<file path="config.mk">
export PLATFORM = sky130hd
export DESIGN_NAME = turbosound_fm_ctrl
export DESIGN_NICKNAME = d
export VERILOG_FILES = /design/src/rtl/turbosound_fm_ctrl.sv
export SDC_FILE = /design/constraint.sdc
export NUM_CORES = 1
export LEC_CHECK = 0
export CAP_MARGIN = 20
export CORE_AREA = 2 2 79 81
export CTS_CLUSTER_SIZE = 16
export DETAILED_ROUTE_END_ITERATION = 7
export DIE_AREA = 0 0 81 83
export PLACE_DENSITY_LB_ADDON = 0.3
export SYNTH_ARGS = -nofsm -noshare
export SYNTH_HDL_FRONTEND = slang
export SYNTH_SLANG_ARGS = --single-unit
export TNS_END_PERCENT = 100
</file>
<file path="constraint.sdc">
create_clock -name CLK -period 5.5 [get_ports CLK]
set_clock_uncertainty 0.1 [all_clocks]
set_input_delay 0.55 -clock CLK [delete_from_list [all_inputs] [get_ports CLK]]
set_output_delay 0.55 -clock CLK [all_outputs]
set_load 0.01 [all_outputs]
</file>
<file path="src/rtl/turbosound_fm_ctrl.sv">
// turbosound_fm_ctrl: CPU-side front end for CHIPS OPN (FM + PSG) chip pairs.
// Decodes chip-select, address and data writes, keeps per-chip address latch
// and prescaler, derives per-chip FM/PSG clock enables from the master CE,
// models the OPN write-busy flag and multiplexes read data for the CPU.
//
// Ports:
//   CLK, RESET       clock, asynchronous active-high reset
//   CE               master clock enable
//   A0, WE, DI       CPU port: A0 selects address/data, WE write strobe, DI data
//   DO               CPU read data (combinational)
//   OPN_DO, PSG_DO   per-chip core read data, chip i at [8i+7:8i]
//   CHIP_WE          per-chip write strobe (combinational)
//   CE_OPN, CE_PSG   per-chip registered FM / PSG clock enables
//   SEL              currently selected chip
//   BUSY             per-chip write-busy flag
module turbosound_fm_ctrl #(
   parameter int unsigned CHIPS      = 2,
   parameter int unsigned BUSY_TICKS = 32
) (
   input  logic               CLK,
   input  logic               RESET,
   input  logic               CE,
   input  logic               A0,
   input  logic               WE,
   input  logic [7:0]         DI,
   output logic [7:0]         DO,
   input  logic [8*CHIPS-1:0] OPN_DO,
   input  logic [8*CHIPS-1:0] PSG_DO,
   output logic [CHIPS-1:0]   CHIP_WE,
   output logic [CHIPS-1:0]   CE_OPN,
   output logic [CHIPS-1:0]   CE_PSG,
   output logic [1:0]         SEL,
   output logic [CHIPS-1:0]   BUSY
);

   function automatic logic [2:0] fm_limit(input logic [1:0] p);
      logic [2:0] l;
      case (p)
         2'd0:    l = 3'd1;
         2'd1:    l = 3'd1;
         2'd2:    l = 3'd5;
         default: l = 3'd2;
      endcase
      return l;
   endfunction

   function automatic logic [2:0] psg_limit(input logic [1:0] p);
      logic [2:0] l;
      case (p)
         2'd0:    l = 3'd0;
         2'd1:    l = 3'd0;
         2'd2:    l = 3'd3;
         default: l = 3'd1;
      endcase
      return l;
   endfunction

   logic             sel_code, addr_wr, data_wr;
   logic [1:0]       cand;
   logic [1:0]       sel_q, sel_d;
   logic [7:0]       ymreg_q   [CHIPS];
   logic [7:0]       ymreg_d   [CHIPS];
   logic [1:0]       pres_q    [CHIPS];
   logic [1:0]       pres_d    [CHIPS];
   logic [2:0]       fm_cnt_q  [CHIPS];
   logic [2:0]       fm_cnt_d  [CHIPS];
   logic [2:0]       psg_cnt_q [CHIPS];
   logic [2:0]       psg_cnt_d [CHIPS];
   logic [7:0]       busy_q    [CHIPS];
   logic [7:0]       busy_d    [CHIPS];
   logic [CHIPS-1:0] hit;
   logic [CHIPS-1:0] ce_opn_q, ce_opn_d, ce_psg_q, ce_psg_d;
   logic [7:0]       opn_sel, psg_sel;
   logic             busy_sel;

   // Write decode and chip select
   always_comb begin
      sel_code = (DI[7:2] == 6'h3f);
      cand     = ~DI[1:0];
      addr_wr  = WE & ~A0 & ~sel_code;
      data_wr  = WE & A0;
      sel_d    = sel_q;
      if (WE && !A0 && sel_code && (32'(cand) < CHIPS)) begin
         sel_d = cand;
      end
   end

   // Per-chip latch, prescaler, dividers and busy counter
   always_comb begin
      hit      = '0;
      CHIP_WE  = '0;
      BUSY     = '0;
      ce_opn_d = '0;
      ce_psg_d = '0;
      for (int i = 0; i < int'(CHIPS); i++) begin
         hit[i]       = (sel_q == 2'(i));
         CHIP_WE[i]   = hit[i] & (addr_wr | data_wr);
         ymreg_d[i]   = ymreg_q[i];
         pres_d[i]    = pres_q[i];
         fm_cnt_d[i]  = fm_cnt_q[i];
         psg_cnt_d[i] = psg_cnt_q[i];
         busy_d[i]    = busy_q[i];

         if (hit[i] && addr_wr) begin
            ymreg_d[i] = DI;
         end
         // Prescaler decodes the latch value held before this write
         if (hit[i] && data_wr) begin
            case (ymreg_q[i])
               8'h2d:   pres_d[i][1] = 1'b1;
               8'h2e:   pres_d[i][0] = 1'b1;
               8'h2f:   pres_d[i]    = 2'd0;
               default: ;
            endcase
         end

         ce_opn_d[i] = CE & (fm_cnt_q[i] == 3'd0);
         ce_psg_d[i] = CE & (psg_cnt_q[i] == 3'd0);
         if (CE) begin
            fm_cnt_d[i]  = (fm_cnt_q[i] >= fm_limit(pres_q[i])) ? 3'd0 : fm_cnt_q[i] + 3'd1;
            psg_cnt_d[i] = (psg_cnt_q[i] >= psg_limit(pres_q[i])) ? 3'd0 : psg_cnt_q[i] + 3'd1;
         end
         // A prescaler change restarts both dividers of that chip
         if (pres_d[i] != pres_q[i]) begin
            fm_cnt_d[i]  = 3'd0;
            psg_cnt_d[i] = 3'd0;
         end

         if (ce_opn_q[i] && (busy_q[i] != 8'd0)) begin
            busy_d[i] = busy_q[i] - 8'd1;
         end
         // Reload has priority over a coincident decrement
         if (hit[i] && data_wr && (ymreg_q[i] >= 8'h20)) begin
            busy_d[i] = 8'(BUSY_TICKS);
         end
         BUSY[i] = (busy_q[i] != 8'd0);
      end
   end

   // Read mux
   always_comb begin
      opn_sel  = '0;
      psg_sel  = '0;
      busy_sel = 1'b0;
      for (int i = 0; i < int'(CHIPS); i++) begin
         if (sel_q == 2'(i)) begin
            opn_sel  = OPN_DO[8*i +: 8];
            psg_sel  = PSG_DO[8*i +: 8];
            busy_sel = (busy_q[i] != 8'd0);
         end
      end
      DO = A0 ? psg_sel : {opn_sel[7] | busy_sel, opn_sel[6:0]};
   end

   always_ff @(posedge CLK or posedge RESET) begin
      if (RESET) begin
         sel_q    <= 2'd0;
         ce_opn_q <= '0;
         ce_psg_q <= '0;
         for (int i = 0; i < int'(CHIPS); i++) begin
            ymreg_q[i]   <= 8'd0;
            pres_q[i]    <= 2'd2;
            fm_cnt_q[i]  <= 3'd0;
            psg_cnt_q[i] <= 3'd0;
            busy_q[i]    <= 8'd0;
         end
      end else begin
         sel_q    <= sel_d;
         ce_opn_q <= ce_opn_d;
         ce_psg_q <= ce_psg_d;
         for (int i = 0; i < int'(CHIPS); i++) begin
            ymreg_q[i]   <= ymreg_d[i];
            pres_q[i]    <= pres_d[i];
            fm_cnt_q[i]  <= fm_cnt_d[i];
            psg_cnt_q[i] <= psg_cnt_d[i];
            busy_q[i]    <= busy_d[i];
         end
      end
   end

   assign SEL    = sel_q;
   assign CE_OPN = ce_opn_q;
   assign CE_PSG = ce_psg_q;

endmodule

</file>
## After elaboration in Yosys (flattened, before gate mapping)

Index checks and enable logic that the tools add are counted.

- Bits in registers: 54
- Input bits: 45
- Output and inout port bits: 18
- Logic and storage cells: 118

- $add $sub $neg: 6
- Magnitude comparators: 7
- Equality and inequality tests: 14
- Multiplexer cells: 37
- Bitwise logic cells: 14
- Reduce and logical (&&, ||, !) cells: 27

Operator list:

| cell | number |
|---|---|
| $mux 8 | 9 |
| $eq 8x6->1 const B | 6 |
| $mux 3 | 16 |
| $ge 8x6->1 const B | 2 |
| $reduce_bool 8->1 | 2 |
| $sub 8x1->8 const B | 2 |
| $add 3x1->3 const B | 4 |
| $ge 3x3->1 | 4 |
| $logic_not 3->1 | 4 |
| $pmux 3 s2 | 2 |
| $logic_and 1x1->1 | 11 |
| $and 1x1->1 | 9 |
| $pmux 1 s2 | 4 |
| $pmux 2 s2 | 2 |
| $reduce_bool 2->1 | 4 |
| $eq 2x1->1 const B | 3 |
| $eq 6x6->1 const B | 1 |
| $logic_not 2->1 | 3 |
| $eq 2x2->1 const B | 2 |
| $mux 2 | 2 |
| $ne 2x2->1 | 2 |
| $reduce_or 2->1 | 2 |
| $lt 2x2->1 const B | 1 |
| $mux 1 | 2 |
| other kinds (4) | 6 |

## Depth between registers and ports, before layout

Gate-level depths: netlist of run 1.

- Word-level depth: 8
- Gate-level depth with buffers: 7
- Mapped depth without buffers: 7

## Worst setup path before layout of run 1

No wires, ideal clock.

- Kind: register to output
- Start point: reg busy_q[0] (netlist name)
- End point: out DO[7]
- Arrival: 1.620 ns
- Data required time: 4.850 ns
- Setup slack: 3.230 ns
- Cell stages (with the launch flop): 7
- Path buffers: 0
- Cells stage by stage: dfrtp_1 > inv_1 > ha_1 > nor3b_1 > nand2_1 > o31a_1 > o21a_1

- Word-level cells in the longest chain between the ends: 4

Ends and longest elaborated chain:

| item | line | text |
|---|---|---|
| start: declaration | 69 | `logic [7:0] busy_q [CHIPS];` |
| start signal: indexed assignment | 176 | `busy_q[i] <= busy_d[i];` |
| $reduce_bool 8->1 | - |  |
| named net BUSY[1] | 33 | `output logic [CHIPS-1:0] BUSY` |
| $mux 1 | 146 | `if (sel_q == 2'(i)) begin` |
| $or 1x1->1 | 152 | `DO = A0 ? psg_sel : {opn_sel[7] \| busy_sel, opn_sel[6:0]};` |
| $mux 8 | 152 |  |
| end: declaration | 26 | `output logic [7:0] DO,` |

The timed path passes the listed nets, and every way through them passes these cells.

## Worst setup path in the final report of run 1

- Start point: in A0
- End point: out CHIP_WE[0]

- Word-level cells in the longest chain between the ends: 5
- Elaborated cells on any way between the ends: 6
- Classes of those cells: bitwise (6)

Ends and longest elaborated chain:

| item | line | text |
|---|---|---|
| start: declaration | 23 | `input logic A0,` |
| $not 1->1 | 80 | `addr_wr = WE & ~A0 & ~sel_code;` |
| $and 1x1->1 (2 in series) | 80 |  |
| $or 1x1->1 * | 97 | `CHIP_WE[i] = hit[i] & (addr_wr \| data_wr);` |
| $and 1x1->1 * | 97 |  |
| end: declaration | 29 | `output logic [CHIPS-1:0] CHIP_WE,` |

Every way passes the cells marked *; elsewhere a longest branch is shown, timed or not.

==> results.py, run 1 <==
metrics = {
    "synthesis": {
        "netlist_area_um2": 3200,
        "yosys_warnings": 0,
        "synthAdderAreaFrac_pct": 8.43,
        "synthCells": 294,
        "synth_simple_gate_area_share_pct": 19.7,
        "synth_xor_area_share_pct": 2.46,
        "synthMuxAreaShare_pct": 13.7,
        "synth.distinct_cells": 48,
        "synth_compound_area_share_pct": 9.64,
        "synth-seq-cells": 54,
        "synth_top_flop_cell": "dfrtp_1",
        "synth_fp_nets": 359,
        "synthArstFlopShare_pct": 100,
        "synth_top_family_by_area": "simple AND/OR/NAND/NOR gates",
        "synth_edf_count": 0,
        "synth-seq-area-share_pct": 42.2,
        "syn_avg_cell_area_um2": 10.9,
    },
    "final_layout": {
        "drive_gt1_share_pct": 13.1,
        "nNetsFinal": 422,
        "diodes": 0,
        "fin_cells": 433,
        "area_delta_synth_final_pct": 24.8,
    },
    "global_route": {
        "grt_max_degree": 39,
        "grt_pass1_vias": 2520,
        "grt_pass1_wl_um": 11500,
        "groute.usage.overall_pct": 21.5,
        "overflow": 0,
        "antenna_found_initial": 0,
    },
    "power": {
        "internal_power_uw": 872,
        "power_frac_comb_pct": 38.6,
        "power.leakage_uw": 0.00170,
        "p_per_area_nw_per_um2": 338,
        "finalPower_uw": 1350,
        "clkPwrFrac_pct": 16.7,
        "vdd_ir_drop_max_mv": 0.220,
        "netSwitchingPower_uw": 480,
        "seqPwrFrac_pct": 44.7,
        "p_sw_share_pct": 35.5,
    },
    "min_path": {
        "hp-class": "flop to flop",
        "min_from": "psg_cnt_q[5]",
        "holdPathStages": 1,
        "holdPathEnd": "CE_PSG[0]",
    },
    "sta": {
        "tns_ns": 0,
        "holdWs_ns": 0.387,
        "fin_crit_ns": 3.47,
        "drv_slew": 0,
        "final.setup.worst_slack_ns": 2.03,
        "hold_violations": 0,
        "fmax_mhz": 289,
        "slew_headroom_pct": 52.9,
        "tightest_slew_ns": 0.705,
        "rsz0062_at_grt": "no",
        "setup_viol": 0,
        "post-route-period-util_pct": 63.0,
    },
    "worst_setup_path": {
        "path_class": "input pin to output port",
        "r2r-start": "SEL[0]",
        "startpoint_type": "input pin",
        "r2r_cells": 4,
        "max_stage_delay_ns": 0.85,
        "end_kind": "output port",
        "cpMaxStageDelayCell": "or4_1",
        "crit_chain": "clkdlybuf4s50_1 -> or4_1 -> nand2_1 -> clkdlybuf4s50_1",
        "crit_path_max_fanout": 14,
        "r2r_end": "fm_cnt_q[3]",
        "arrival_ns": 2.82,
        "cp_common_cell": "clkdlybuf4s50_1",
        "cp.required_ns": 4.85,
        "r2r_slack_ns": 3.13,
    },
    "clocking": {
        "h-tree-depth": 2,
        "cts_buffers": 5,
        "cts_root_buffer": "clkbuf_8",
        "clk_latency_ns": 0.30,
        "postCtsSetupBuffers": 0,
        "cts_buffer_depth": 2,
        "postCtsHoldBufs": 0,
        "path_clk_slew_ns": 0.09,
        "cts-resized-gates": 0,
        "clock_sinks": 54,
        "tritoncts": "yes",
    },
    "detailed_routing": {
        "ant_nets": 0,
        "via_count": 2437,
        "drcViolationCount": 0,
        "drt_first_iter_violations": 88,
        "avgViaCountPerCell": 5.63,
        "wl_per_cell_um": 15.3,
        "drt-total-wl_um": 6630,
        "dr.pass1.iters": 4,
    },
    "place": {
        "io_buffers": 62,
        "preCtsSetupSlack_ns": 2.04,
        "dp_cells": 425,
        "hpwl_um": 5220,
        "gp_congestion": 0.775,
    },
    "floorplanning": {
        "ios": 63,
        "die_w_um": 81,
        "start_util_pct": 55.1,
        "fp-row-count": 28,
        "die_h_um": 83,
        "dieArea_um2": 6720,
        "core_um2": 5820,
    },
    "outcome": {
        "status": "finished, final reports clean",
    },
    "run": {
        "max-cap-violations": 0,
    },
}
==> routing by layer <==
layer	global-route usage, %	wire (µm)
met1	28.5	2860
met2	36.7	3540
met3	3.80	164
met4	4.31	60
met5	0	0
==> cell usage after synthesis, types with 2 or more instances <==
cell type | instances | area (µm²)
a2111o_1 | 2 | 22.5
a2111oi_2 | 3 | 45.0
a211oi_1 | 4 | 30.0
a21boi_0 | 2 | 15.0
a21oi_1 | 15 | 75.1
a22oi_1 | 4 | 30.0
and4_1 | 2 | 17.5
buf_2 | 2 | 10.0
clkbuf_1 | 4 | 15.0
dfrtp_1 | 52 | 1300
dfstp_2 | 2 | 52.6
ha_1 | 20 | 250
inv_1 | 22 | 82.6
maj3_1 | 2 | 20.0
mux2_2 | 17 | 191
mux2i_1 | 9 | 90.1
mux4_2 | 7 | 158
nand2_1 | 23 | 86.3
nand2b_1 | 5 | 31.3
nand3b_1 | 3 | 22.5
nand4b_1 | 3 | 26.3
nor2_1 | 26 | 97.6
nor2b_1 | 11 | 68.8
nor3_1 | 3 | 15.0
nor3b_1 | 7 | 52.6
nor4_1 | 2 | 12.5
nor4_2 | 3 | 37.5
nor4b_4 | 2 | 47.6
o2111ai_1 | 3 | 26.3
o21ai_0 | 5 | 25.0
or3_1 | 2 | 12.5
or4_1 | 3 | 22.5
xnor2_1 | 9 | 78.8
==> worst max-delay path, delay by kind of cell <==
family | cells | cell delay (ns)
buf+inv | 2 | 1.27
simple gates | 2 | 0.99
==> cell type report <==
class | count | area [µm²]
inverter | 23 | 86.3
multi-input combinational | 210 | 1730
tap | 75 | 93.8
sequential | 54 | 1350
clock buffer | 6 | 82.6
fill | 449 | 1820
clock inverter | 2 | 12.5
timing repair buffer | 63 | 641
==> through the flow <==
| stage | utilization, % | area, µm² |
|---|---|---|
| floorplan | - | 3200 |
| global placement | 66.8 | 3880 |
| detailed placement | 67.1 | 3900 |
| CTS | 68.7 | 4000 |
| global route | 68.7 | 4000 |
| finish | 68.7 | 4000 |
==> sequential cells by signal, indices dropped and copies added (netlist names) <==
name,count
CE_OPN,2
CE_PSG,2
SEL,2
busy_q,16
fm_cnt_q,6
pres_q,4
psg_cnt_q,6
ymreg_q,16
==> power groups by stage <==
stage / clock [µW] / sequential (µW) / combinational, µW
floorplan: 0 / 589 / 369
global placement: 0 / 603 / 492
detailed placement: 0 / 610 / 523
CTS: 232 / 602 / 529
global route: 246 / 620 / 589
finish: 226 / 604 / 522
==> layout by cell type (no fill, tap or decap), types with 7 or more instances in the layout <==
master | synthesis | layout
nor2b_1 | 11 | 11
nand2_1 | 23 | 23
nor3b_1 | 7 | 7
clkdlybuf4s50_1 | 0 | 62
mux2i_1 | 9 | 9
ha_1 | 20 | 20
mux4_2 | 7 | 7
mux2_2 | 17 | 17
nor2_1 | 26 | 26
dfrtp_1 | 52 | 52
a21oi_1 | 15 | 15
xnor2_1 | 9 | 9
inv_1 | 22 | 21
==> worst max-delay path by stage <==
| stage | from | end | slack [ns] |
|---|---|---|---|
| 2_1_floorplan | busy_q[0] | DO[7] | 3.23 |
| 6_report | A0 | CHIP_WE[0] | 2.03 |
| 3_5_place_dp | A0 | CHIP_WE[0] | 2.04 |
| 4_1_cts | A0 | CHIP_WE[0] | 2.04 |
| 3_3_place_gp | A0 | CHIP_WE[0] | 2.09 |
| 5_1_grt | SEL[0] | CHIP_WE[1] | 1.93 |
==> cells by family (layout without fill, tap and decap cells) <==
group	Yosys count	after routing
AND/OR/NAND/NOR	103	103
flip-flops	54	54
AO/OA/AOI/OAI	43	43
multiplexers	33	33
buffers and inverters	30	94
adder cells (fa/ha/maj)	22	22
XOR/XNOR	9	9
Power figures use the tool's default switching activity.
==> inputs of run 2 (changes only) <==
--- a/config.mk
+++ b/config.mk
@@ -6,10 +6,10 @@
 export NUM_CORES = 1
 export LEC_CHECK = 0
 export CAP_MARGIN = 20
-export CORE_AREA = 2 2 79 81
+export CORE_AREA = 2 2 86 88
 export CTS_CLUSTER_SIZE = 16
 export DETAILED_ROUTE_END_ITERATION = 7
-export DIE_AREA = 0 0 81 83
+export DIE_AREA = 0 0 88 90
 export PLACE_DENSITY_LB_ADDON = 0.3
 export SYNTH_ARGS = -nofsm -noshare
 export SYNTH_HDL_FRONTEND = slang
==> constraint.sdc (replaced) <==
create_clock -name CLK -period 3 [get_ports CLK]
set_clock_uncertainty 0.1 [all_clocks]
set_input_delay 0.3 -clock CLK [delete_from_list [all_inputs] [get_ports CLK]]
set_output_delay 0.3 -clock CLK [all_outputs]
set_load 0.01 [all_outputs]
==> results.py, run 2 (synthesis gave the netlist of run 1 again) <==
metrics = {
    "global_route": {
        "antenna_found_initial": 0,
        "groute.usage.overall_pct": 18.1,
        "overflow": 0,
        "grt_pass1_vias": 2512,
        "grt_pass1_wl_um": 11500,
        "grt_max_degree": 24,
    },
    "floorplanning": {
        "die_w_um": 88,
        "start_util_pct": 45.6,
        "die_h_um": 90,
        "core_um2": 7020,
        "ios": 63,
        "fp-row-count": 31,
        "dieArea_um2": 7920,
    },
    "worst_setup_path": {
        "cpMaxStageDelayCell": "clkdlybuf4s50_1",
        "end_kind": "output port",
        "max_stage_delay_ns": 0.49,
        "r2r-start": "pres_q[3]",
        "crit_path_max_fanout": 4,
        "cp.required_ns": 2.60,
        "startpoint_type": "flop",
        "r2r_slack_ns": 0.81,
        "crit_buf_inv": 2,
        "arrival_ns": 2.36,
        "critical-path-top-delay-family": "buffers and inverters",
        "r2r_cells": 6,
        "r2r_end": "fm_cnt_q[4]",
        "crit_chain": "inv_1 -> ha_1 -> nor3b_2 -> nand2_1 -> o31a_1 -> o21a_1 -> clkdlybuf4s50_1",
        "path_class": "flop to output port",
    },
    "final_layout": {
        "drive_gt1_share_pct": 15.5,
        "final_util_pct": 58.3,
        "area_delta_synth_final_pct": 27.6,
        "fill_cells": 621,
        "multi_input_area_um2": 1730,
        "final_common_cell": "clkdlybuf4s50_1",
        "reg.largest.list": "busy_q: 16 flops, ymreg_q: 16 flops",
        "regArea_um2": 1350,
        "final_cell_mix": "clkdlybuf4s50_1, dfrtp_1, nor2_1, nand2_1, inv_1",
        "nNetsFinal": 431,
        "diodes": 0,
    },
    "detailed_routing": {
        "drt-total-wl_um": 6640,
        "wl_per_cell_um": 14.2,
        "avgViaCountPerCell": 5.18,
        "via_count": 2413,
        "dr.pass1.iters": 4,
        "drt_first_iter_violations": 67,
        "drcViolationCount": 0,
        "ant_nets": 0,
    },
    "sta": {
        "setup_viol": 0,
        "tns_ns": 0,
        "holdWs_ns": 0.225,
        "drv_slew": 0,
        "fin_crit_ns": 2.76,
        "hold_violations": 0,
        "slew_headroom_pct": 61.3,
        "post-route-period-util_pct": 92.1,
        "tightest_slew_ns": 0.579,
        "rsz0062_at_grt": "no",
        "fmax_mhz": 362,
    },
    "power": {
        "vdd_ir_drop_max_mv": 0.398,
        "power.leakage_uw": 0.00174,
        "p_per_area_nw_per_um2": 605,
    },
    "clocking": {
        "path_clk_slew_ns": 0.10,
        "cts_buffers": 5,
        "clock_sinks": 54,
        "clk_latency_ns": 0.31,
        "cts_root_buffer": "clkbuf_8",
        "h-tree-depth": 2,
        "cts_buffer_depth": 2,
        "tritoncts": "yes",
    },
    "place": {
        "gp_congestion": 0.795,
        "hpwl_um": 5330,
        "io_buffers": 62,
    },
    "min_path": {
        "hp-class": "input pin to async pin",
    },
    "run": {
        "max-cap-violations": 0,
    },
    "outcome": {
        "status": "finished, final reports clean",
    },
}
==> run 2: what timing repair did <==
action / in CTS / in global routing
hold buffers: 0 / 0
endpoints found under the setup margin: 0 / 1
gates resized for setup: 0 / 1
buffers inserted: 0 / 0
==> run 2: report_power, final <==
group / switching [µW] / internal, µW / leakage, µW
Clock: 256 / 175 / 0.0000506
Sequential: 189 / 915 / 0.000659
Combinational: 439 / 501 / 0.00103
==> run 2: how the worst max path moves through the flow <==
stage | start | endpoint | slack (ns) | cells past startpoint
floorplan | pres_q[3] | fm_cnt_q[4] | 0.94 | 6
global placement | busy_q[0] | DO[7] | 0.46 | 7
detailed placement | busy_q[0] | DO[7] | 0.39 | 7
CTS | busy_q[0] | DO[7] | 0.04 | 7
global route | busy_q[5] | DO[7] | 0.11 | 5
finish | busy_q[0] | DO[7] | 0.24 | 7
==> run 2: area by class of cell <==
cell class                 instances  area share [%]
clock inverter                     3           0.704
inverter                          23            2.11
sequential                        54            33.1
multi-input combinational        210            42.4
clock buffer                       5            1.68
tap                               99            3.03
timing repair buffer              72            17.0
==> run 2: layer usage <==
metal | vias up | GRT usage, % | part of all wire (%)
li1 | 1197 | - | -
met1 | 1182 | 23.6 | 45
met2 | 24 | 30.3 | 51
met3 | 10 | 3.58 | 2.2
met4 | 0 | 5.26 | 1.7
met5 | - | 0 | 0
==> run 2: worst reg2reg max path, cell delays in order, from the launching register on <==
cell	delay (ns)
dfstp_2	0.57
nand2_1	0.08
ha_1	0.26
nand2b_1	0.14
maj3_1	0.39
a2111o_1	0.42
a21oi_1	0.14
==> run 2: metrics by stage <==
step | cell area, µm² | power, µW | std cells | worst slack (ns)
2_1_floorplan | 3200 | 1760 | 294 | 0.943
3_3_place_gp | 3990 | 2030 | 458 | 0.458
3_5_place_dp | 3990 | 2060 | 458 | 0.395
4_1_cts | 4090 | 2500 | 466 | 0.0436
5_1_grt | 4090 | 2680 | 466 | 0.105
6_report | 4090 | 2480 | 466 | 0.236
